[config.mk]
export PLATFORM = sky130hd
export DESIGN_NAME = posit_encoder_flat
export DESIGN_NICKNAME = d
export VERILOG_FILES = /design/src/rtl/posit_pkg.sv /design/src/rtl/posit_encoder_if.sv /design/src/rtl/posit_round.sv /design/src/rtl/posit_encoder.sv /design/src/flat_wrapper.sv
export SDC_FILE = /design/constraint.sdc
export NUM_CORES = 1
export LEC_CHECK = 0
export BUFFER_PORTS_ARGS = -buffer_cell sky130_fd_sc_hd__buf_2
export CAP_MARGIN = 20
export CORE_ASPECT_RATIO = 0.6
export CORE_MARGIN = 10
export CORE_UTILIZATION = 52
export CTS_BUF_LIST = sky130_fd_sc_hd__clkbuf_8
export DETAILED_ROUTE_END_ITERATION = 8
export PLACE_DENSITY = 0.81
export SYNTH_ARGS = -nofsm -noshare
export SYNTH_HDL_FRONTEND = slang
export SYNTH_HIERARCHICAL = 1
export SYNTH_SLANG_ARGS = --single-unit
[constraint.sdc]
create_clock -name clk -period 8.64 [get_ports clk]
set_clock_uncertainty 0.2 [all_clocks]
set_input_delay 0.432 -clock clk [delete_from_list [all_inputs] [get_ports clk]]
set_output_delay 0.432 -clock clk [all_outputs]
set_load 0.01 [all_outputs]
[src/rtl/posit_pkg.sv]
// Shared posit definitions: default geometry, derived widths and special-value patterns.
package posit_pkg;

    localparam int unsigned POSIT_N  = 8;
    localparam int unsigned POSIT_ES = 1;
    localparam int unsigned POSIT_FW = 8;
    localparam int unsigned MAX_N    = 64;

    // Signed scale width covering every regime/exponent combination of an n-bit posit
    function automatic int unsigned scale_width(input int unsigned n, input int unsigned es);
        return $clog2(n) + es + 2;
    endfunction

    function automatic logic [MAX_N-1:0] nar_word(input int unsigned n);
        return MAX_N'(1) << (n - 1);
    endfunction

    function automatic logic [MAX_N-1:0] zero_word();
        return '0;
    endfunction

    function automatic logic [MAX_N-1:0] maxpos_mag(input int unsigned n);
        return (MAX_N'(1) << (n - 1)) - MAX_N'(1);
    endfunction

    function automatic logic [MAX_N-1:0] minpos_mag();
        return MAX_N'(1);
    endfunction

endpackage

[src/rtl/posit_encoder_if.sv]
// Valid/ready operand and result bundle for the posit encoder.
interface posit_encoder_if
    import posit_pkg::*;
#(
    parameter int unsigned N  = POSIT_N,
    parameter int unsigned ES = POSIT_ES,
    parameter int unsigned FW = POSIT_FW
);
    localparam int unsigned SW = scale_width(N, ES);

    logic          in_valid;
    logic          in_ready;
    logic          in_sign;
    logic          in_zero;
    logic          in_nar;
    logic [SW-1:0] in_scale;
    logic [FW-1:0] in_frac;
    logic          in_sticky;
    logic          out_valid;
    logic          out_ready;
    logic [N-1:0]  out_posit;

    modport master (
        output in_valid, in_sign, in_zero, in_nar, in_scale, in_frac, in_sticky, out_ready,
        input  in_ready, out_valid, out_posit
    );

    modport slave (
        input  in_valid, in_sign, in_zero, in_nar, in_scale, in_frac, in_sticky, out_ready,
        output in_ready, out_valid, out_posit
    );

endinterface

[src/rtl/posit_round.sv]
// Stage-2 combinational pack: round-to-nearest-even, saturation clamp, sign and specials.
module posit_round
    import posit_pkg::*;
#(
    parameter int unsigned N = POSIT_N
) (
    input  logic [N-2:0] mag,
    input  logic         guard,
    input  logic         sticky,
    input  logic         sign,
    input  logic         zero,
    input  logic         nar,
    input  logic         sat_max,
    input  logic         sat_min,
    output logic [N-1:0] posit_c
);

    localparam int unsigned MW = N - 1;

    logic          round_up_c;
    logic [MW:0]   sum_c;
    logic [MW-1:0] mag_c;

    always_comb begin
        round_up_c = guard & (sticky | mag[0]);
        sum_c      = {1'b0, mag} + (MW+1)'(round_up_c);
        // A carry out of the magnitude would cross into NaR; pin it at maxpos
        mag_c      = sum_c[MW] ? MW'(maxpos_mag(N)) : sum_c[MW-1:0];
        if (sat_max) begin
            mag_c = MW'(maxpos_mag(N));
        end else if (sat_min) begin
            mag_c = MW'(minpos_mag());
        end
        if (mag_c == '0) begin
            mag_c = MW'(minpos_mag());
        end

        posit_c = sign ? ((~{1'b0, mag_c}) + N'(1)) : {1'b0, mag_c};
        if (nar) begin
            posit_c = N'(nar_word(N));
        end else if (zero) begin
            posit_c = N'(zero_word());
        end
    end

endmodule

[src/rtl/posit_encoder.sv]
// Two-stage valid/ready posit packer: stage 1 builds the regime string, stage 2 rounds and packs.
module posit_encoder
    import posit_pkg::*;
#(
    parameter int unsigned N  = POSIT_N,
    parameter int unsigned ES = POSIT_ES,
    parameter int unsigned FW = POSIT_FW
) (
    input logic             clk,
    input logic             rst,
    posit_encoder_if.slave  bus
);

    localparam int unsigned SW   = scale_width(N, ES);
    localparam int unsigned MW   = N - 1;
    localparam int unsigned BW   = ES + FW;
    localparam int unsigned TW   = N + 1 + BW;
    localparam int unsigned GB   = BW + 1;
    localparam int          KMAX = int'(N) - 2;

    typedef struct packed {
        logic [MW-1:0] mag;
        logic          guard;
        logic          sticky;
        logic          sign;
        logic          zero;
        logic          nar;
        logic          sat_max;
        logic          sat_min;
    } s1_t;

    logic signed [SW-1:0] k_c;
    logic [BW-1:0]        body_c;
    logic [TW-1:0]        tmpl_c;
    logic [TW-1:0]        shifted_c;
    logic                 neg_k_c;
    logic                 sat_max_c;
    logic                 sat_min_c;
    int                   shamt_c;

    logic                 s2_adv_c;
    logic                 in_ready_c;
    logic [N-1:0]         posit_c;

    logic                 s1_valid_q, s1_valid_d;
    s1_t                  s1_q, s1_d;
    logic                 out_valid_q, out_valid_d;
    logic [N-1:0]         out_posit_q, out_posit_d;

    // Regime template is N fill bits, terminator, then exponent and fraction; the left
    // shift trims the fill run to the regime length so the magnitude sits at the top.
    always_comb begin
        k_c       = $signed(bus.in_scale) >>> ES;
        body_c    = BW'({bus.in_scale, bus.in_frac});
        neg_k_c   = k_c[SW-1];
        sat_max_c = int'(k_c) >= KMAX;
        sat_min_c = int'(k_c) < -KMAX;
        tmpl_c    = neg_k_c ? {{N{1'b0}}, 1'b1, body_c} : {{N{1'b1}}, 1'b0, body_c};
        if (sat_max_c || sat_min_c) begin
            shamt_c = 0;
        end else if (neg_k_c) begin
            shamt_c = int'(N) + int'(k_c);
        end else begin
            shamt_c = int'(N) - 1 - int'(k_c);
        end
        shifted_c = tmpl_c << shamt_c;
    end

    // Pipeline advance and stage loads
    always_comb begin
        s2_adv_c    = !out_valid_q || bus.out_ready;
        in_ready_c  = !s1_valid_q || s2_adv_c;
        s1_valid_d  = s1_valid_q;
        s1_d        = s1_q;
        out_valid_d = out_valid_q;
        out_posit_d = out_posit_q;

        if (in_ready_c) begin
            s1_valid_d = bus.in_valid;
            if (bus.in_valid) begin
                s1_d = '{mag:     shifted_c[TW-1 -: MW],
                         guard:   shifted_c[GB],
                         sticky:  (|shifted_c[BW:0]) | bus.in_sticky,
                         sign:    bus.in_sign,
                         zero:    bus.in_zero,
                         nar:     bus.in_nar,
                         sat_max: sat_max_c,
                         sat_min: sat_min_c};
            end
        end

        if (s2_adv_c) begin
            out_valid_d = s1_valid_q;
            if (s1_valid_q) begin
                out_posit_d = posit_c;
            end
        end
    end

    always_ff @(posedge clk or posedge rst) begin
        if (rst) begin
            s1_valid_q  <= 1'b0;
            s1_q        <= '0;
            out_valid_q <= 1'b0;
            out_posit_q <= '0;
        end else begin
            s1_valid_q  <= s1_valid_d;
            s1_q        <= s1_d;
            out_valid_q <= out_valid_d;
            out_posit_q <= out_posit_d;
        end
    end

    posit_round #(.N(N)) u_round (
        .mag     (s1_q.mag),
        .guard   (s1_q.guard),
        .sticky  (s1_q.sticky),
        .sign    (s1_q.sign),
        .zero    (s1_q.zero),
        .nar     (s1_q.nar),
        .sat_max (s1_q.sat_max),
        .sat_min (s1_q.sat_min),
        .posit_c (posit_c)
    );

    assign bus.in_ready  = in_ready_c;
    assign bus.out_valid = out_valid_q;
    assign bus.out_posit = out_posit_q;

endmodule
[src/flat_wrapper.sv]
// flat-port wrapper written by rule: the top's interface ports become plain ports
module posit_encoder_flat import posit_pkg::*;
#(
    parameter int unsigned N  = POSIT_N,
    parameter int unsigned ES = POSIT_ES,
    parameter int unsigned FW = POSIT_FW
)
  (clk, rst, bus_in_valid, bus_in_sign, bus_in_zero, bus_in_nar, bus_in_scale, bus_in_frac, bus_in_sticky, bus_out_ready, bus_in_ready, bus_out_valid, bus_out_posit);
  posit_encoder_if #(.N(N), .ES(ES), .FW(FW)) bus_i ();
  input logic clk;
  input logic rst;
  input wire logic [$bits(bus_i.in_valid)-1:0] bus_in_valid;
  input wire logic [$bits(bus_i.in_sign)-1:0] bus_in_sign;
  input wire logic [$bits(bus_i.in_zero)-1:0] bus_in_zero;
  input wire logic [$bits(bus_i.in_nar)-1:0] bus_in_nar;
  input wire logic [$bits(bus_i.in_scale)-1:0] bus_in_scale;
  input wire logic [$bits(bus_i.in_frac)-1:0] bus_in_frac;
  input wire logic [$bits(bus_i.in_sticky)-1:0] bus_in_sticky;
  input wire logic [$bits(bus_i.out_ready)-1:0] bus_out_ready;
  output wire logic [$bits(bus_i.in_ready)-1:0] bus_in_ready;
  output wire logic [$bits(bus_i.out_valid)-1:0] bus_out_valid;
  output wire logic [$bits(bus_i.out_posit)-1:0] bus_out_posit;
  assign bus_i.in_valid = bus_in_valid;
  assign bus_i.in_sign = bus_in_sign;
  assign bus_i.in_zero = bus_in_zero;
  assign bus_i.in_nar = bus_in_nar;
  assign bus_i.in_scale = bus_in_scale;
  assign bus_i.in_frac = bus_in_frac;
  assign bus_i.in_sticky = bus_in_sticky;
  assign bus_i.out_ready = bus_out_ready;
  assign bus_in_ready = bus_i.in_ready;
  assign bus_out_valid = bus_i.out_valid;
  assign bus_out_posit = bus_i.out_posit;
  posit_encoder #(.N(N), .ES(ES), .FW(FW)) u_core (.clk(clk), .rst(rst), .bus(bus_i));
endmodule
==> impl_metrics.env <==
export IMPL_outcome="completed"
export IMPL_grt_max_degree=25
export IMPL_yosysSeqAreaShare_pct=29.3
export IMPL_cts_inserted_buffers=3
export IMPL_routed_wl_um=5150
export IMPL_ys_flop_type="dfrtp_1"
export IMPL_slew_headroom_pct=39.0
export IMPL_swShare_pct=36.2
export IMPL_clkLatencyLatePin_ns=0.27
export IMPL_wl_per_cell_um=16.7
export IMPL_finalPower_mw=0.366
export IMPL_worst_pin_slew_ns=0.914
export IMPL_postCtsSetupBuffers=0
export IMPL_yosysWarnings=6
export IMPL_r2r_cells=14
export IMPL_clock_path_buffers=2
export IMPL_place_congestion=0.892
export IMPL_rsz0062_at_grt="no"
export IMPL_hold_ws_ns=0.153
export IMPL_worstPathMaxFanout=5
export IMPL_hold_class="primary input to asynchronous set/reset pin"
export IMPL_ys_types=65
export IMPL_io_pins=32
export IMPL_initial_core_util_pct=55.1
export IMPL_drive_gt1_share_pct=24.0
export IMPL_postSynthCellCount=238
export IMPL_most_common_layout_cells="buf_2, dfrtp_1, nor2_1, nand2_1"
export IMPL_maxSlewViolCount=0
export IMPL_fin_crit_sh_pct=39.5
export IMPL_crit_type="register to register"
export IMPL_post_place_ws_ns=5.28
export IMPL_synth_edf_count=0
export IMPL_rows=17
export IMPL_regArea_um2=601
export IMPL_drtIter0Drc=260
export IMPL_dieWidth_um=101
export IMPL_p_seq_share_pct=41.7
export IMPL_multiInputGateArea_um2=1360
export IMPL_nNetsFinal=290
export IMPL_vias=1981
export IMPL_final_setup_viol_count=0
export IMPL_clk_pin_slew_ns=0.08
export IMPL_crit_arrival_ns=3.37
export IMPL_cts_tree="built"
export IMPL_hold_viol=0
export IMPL_dp_hpwl_um=4000
export IMPL_layout_min_cycle_time_ns=3.41
export IMPL_internal_power_mw=0.233
export IMPL_grt_overflow=0
export IMPL_placed_area_um2=2200
export IMPL_ys_ff_latch=24
export IMPL_holdBufCountCts=0
export IMPL_finalSetupTns_ns=0
export IMPL_power_switching_mw=0.132
export IMPL_drv_cap=0
export IMPL_track_usage_pct=14.7
export IMPL_final_common_cell="buf_2"
export IMPL_cts_repair_resized=0
export IMPL_synth_area_per_cell_um2=8.62
export IMPL_async_reset_ff_share_pct=100
export IMPL_grt_antenna_before_repair=0
export IMPL_syn_nets=265
export IMPL_avgViaCountPerCell=6.41
export IMPL_clock_sinks=24
export IMPL_p_leak_nw=0.991
export IMPL_dr_pass1_iters=6
export IMPL_fillers=340
export IMPL_max_freq_mhz=293
export IMPL_cp_end_kind="register"
export IMPL_synthesis_area_um2=2050
export IMPL_drc=0
export IMPL_combPwrFrac_pct=37.7
export IMPL_p_per_area_nw_per_um2=162
export IMPL_ir_drop_v=0.000164
export IMPL_core_area_um2=3720
export IMPL_synthToLayoutAreaGrowth_pct=10.4
export IMPL_start_kind="register"
export IMPL_io_buffer_count=31
export IMPL_grt_pass1_vias=1786
export IMPL_worst_slack_ns=5.23
export IMPL_ant_nets=0
export IMPL_pwr_share_clk_pct=20.6
export IMPL_antenna_cells=0
export IMPL_cp_required_ns=8.60
export IMPL_htreeDepth=1
export IMPL_dieArea_um2=6940
export IMPL_cts_root_buffer="clkbuf_8"
export IMPL_stdcell_area_um2=2260
export IMPL_grt_pass1_wl_um=8400
export IMPL_die_h_um=68.6
## power groups by stage
stage / Clock (mW) / Sequential (mW) / Combinational, mW
2_1_floorplan: 0 / 0.150 / 0.0993
3_3_place_gp: 0 / 0.153 / 0.132
3_5_place_dp: 0 / 0.154 / 0.135
4_1_cts: 0.0788 / 0.152 / 0.135
5_1_grt: 0.0821 / 0.157 / 0.152
6_report: 0.0754 / 0.153 / 0.138
## Yosys cell counts, types with 3 or more instances
cell type / count / share of area [%]
nor2_1: 23 / 4.2
nor3_1: 5 / 1.2
nand3_1: 12 / 2.9
ha_1: 5 / 3.1
mux2i_1: 5 / 2.4
nand2_1: 21 / 3.8
o21bai_1: 3 / 1.1
and3_1: 4 / 1.2
a21oi_1: 7 / 1.7
xnor2_1: 6 / 2.6
nand2b_1: 5 / 1.5
a21o_1: 3 / 1.1
o21ai_1: 6 / 1.5
nor2b_1: 3 / 0.92
inv_1: 7 / 1.3
o21ai_0: 9 / 2.2
clkbuf_1: 5 / 0.92
a211oi_1: 4 / 1.5
buf_2: 3 / 0.73
a31oi_1: 5 / 1.5
dfrtp_1: 24 / 29
mux2_2: 12 / 6.6
## stage by stage
step | cells | utilization, %
finish | 309 | 60.8
global route | 309 | 60.8
CTS | 308 | 60.6
detailed placement | 304 | 59.1
global placement | 304 | 59.1
floorplan | 238 | -
## cell type report
| class | count | area share, % |
|---|---|---|
| multi-input cells | 194 | 59.9 |
| flip-flops and latches | 24 | 26.5 |
| repair buffers | 32 | 7.19 |
| well taps | 47 | 2.60 |
| clock buffers | 4 | 2.43 |
| inverters | 8 | 1.33 |
## critical path: stages, from the launching register on
cell and delay, ns:
dfrtp_1 0.38, o21a_1 0.12, ha_1 0.19, ha_1 0.27, and3_1 0.24, a31oi_1 0.13, o31ai_1 0.32, and4bb_1 0.28
nor2_1 0.15, ha_1 0.18, o21ai_1 0.12, o41ai_2 0.25, xnor2_1 0.17, nor2_1 0.05, mux2_2 0.26
## flip-flops by register name, indices dropped and copies added, names as in the netlist
signal / count
u_core/s1_q: 14
u_core/bus.out_valid: 1
u_core/s1_valid_q: 1
u_core/bus.out_posit: 8
## kinds of logic (layout without fill, tap and decap cells)
logic type | Yosys count | in the layout | synth area share (%)
xor+xnor | 7 | 7 | 2.99
compound gates | 71 | 71 | 26.5
flops | 24 | 24 | 29.3
fa+ha+maj | 6 | 6 | 3.60
simple gates | 93 | 93 | 24.0
buf+inv | 20 | 44 | 4.58
mux | 17 | 17 | 9.03
## final timing paths
| kind | slack (ns) | end | startpoint |
|---|---|---|---|
| max in group asynchronous | 7.53 | u_core/bus.out_posit[1] | rst |
| worst min register to register | 0.30 | u_core/bus.out_posit[1] | u_core/bus.out_posit[1] |
| min in group clk | 0.18 | u_core/s1_valid_q | bus_in_valid |
| worst max register to register | 5.23 | u_core/bus.out_posit[6] | u_core/s1_q[7] |
| worst max-delay path | 5.23 | u_core/bus.out_posit[6] | u_core/s1_q[7] |
| worst min-delay path | 0.15 | u_core/s1_q[8] | rst |
## layer usage
metal,global-route usage (%),up-vias,part of all wire [%]
met3,3.77,8,8.8
met1,22.0,933,50
li1,-,935,-
met4,1.56,0,0.95
met5,0,-,0
met2,21.1,105,40
Power figures use the tool's default switching activity.
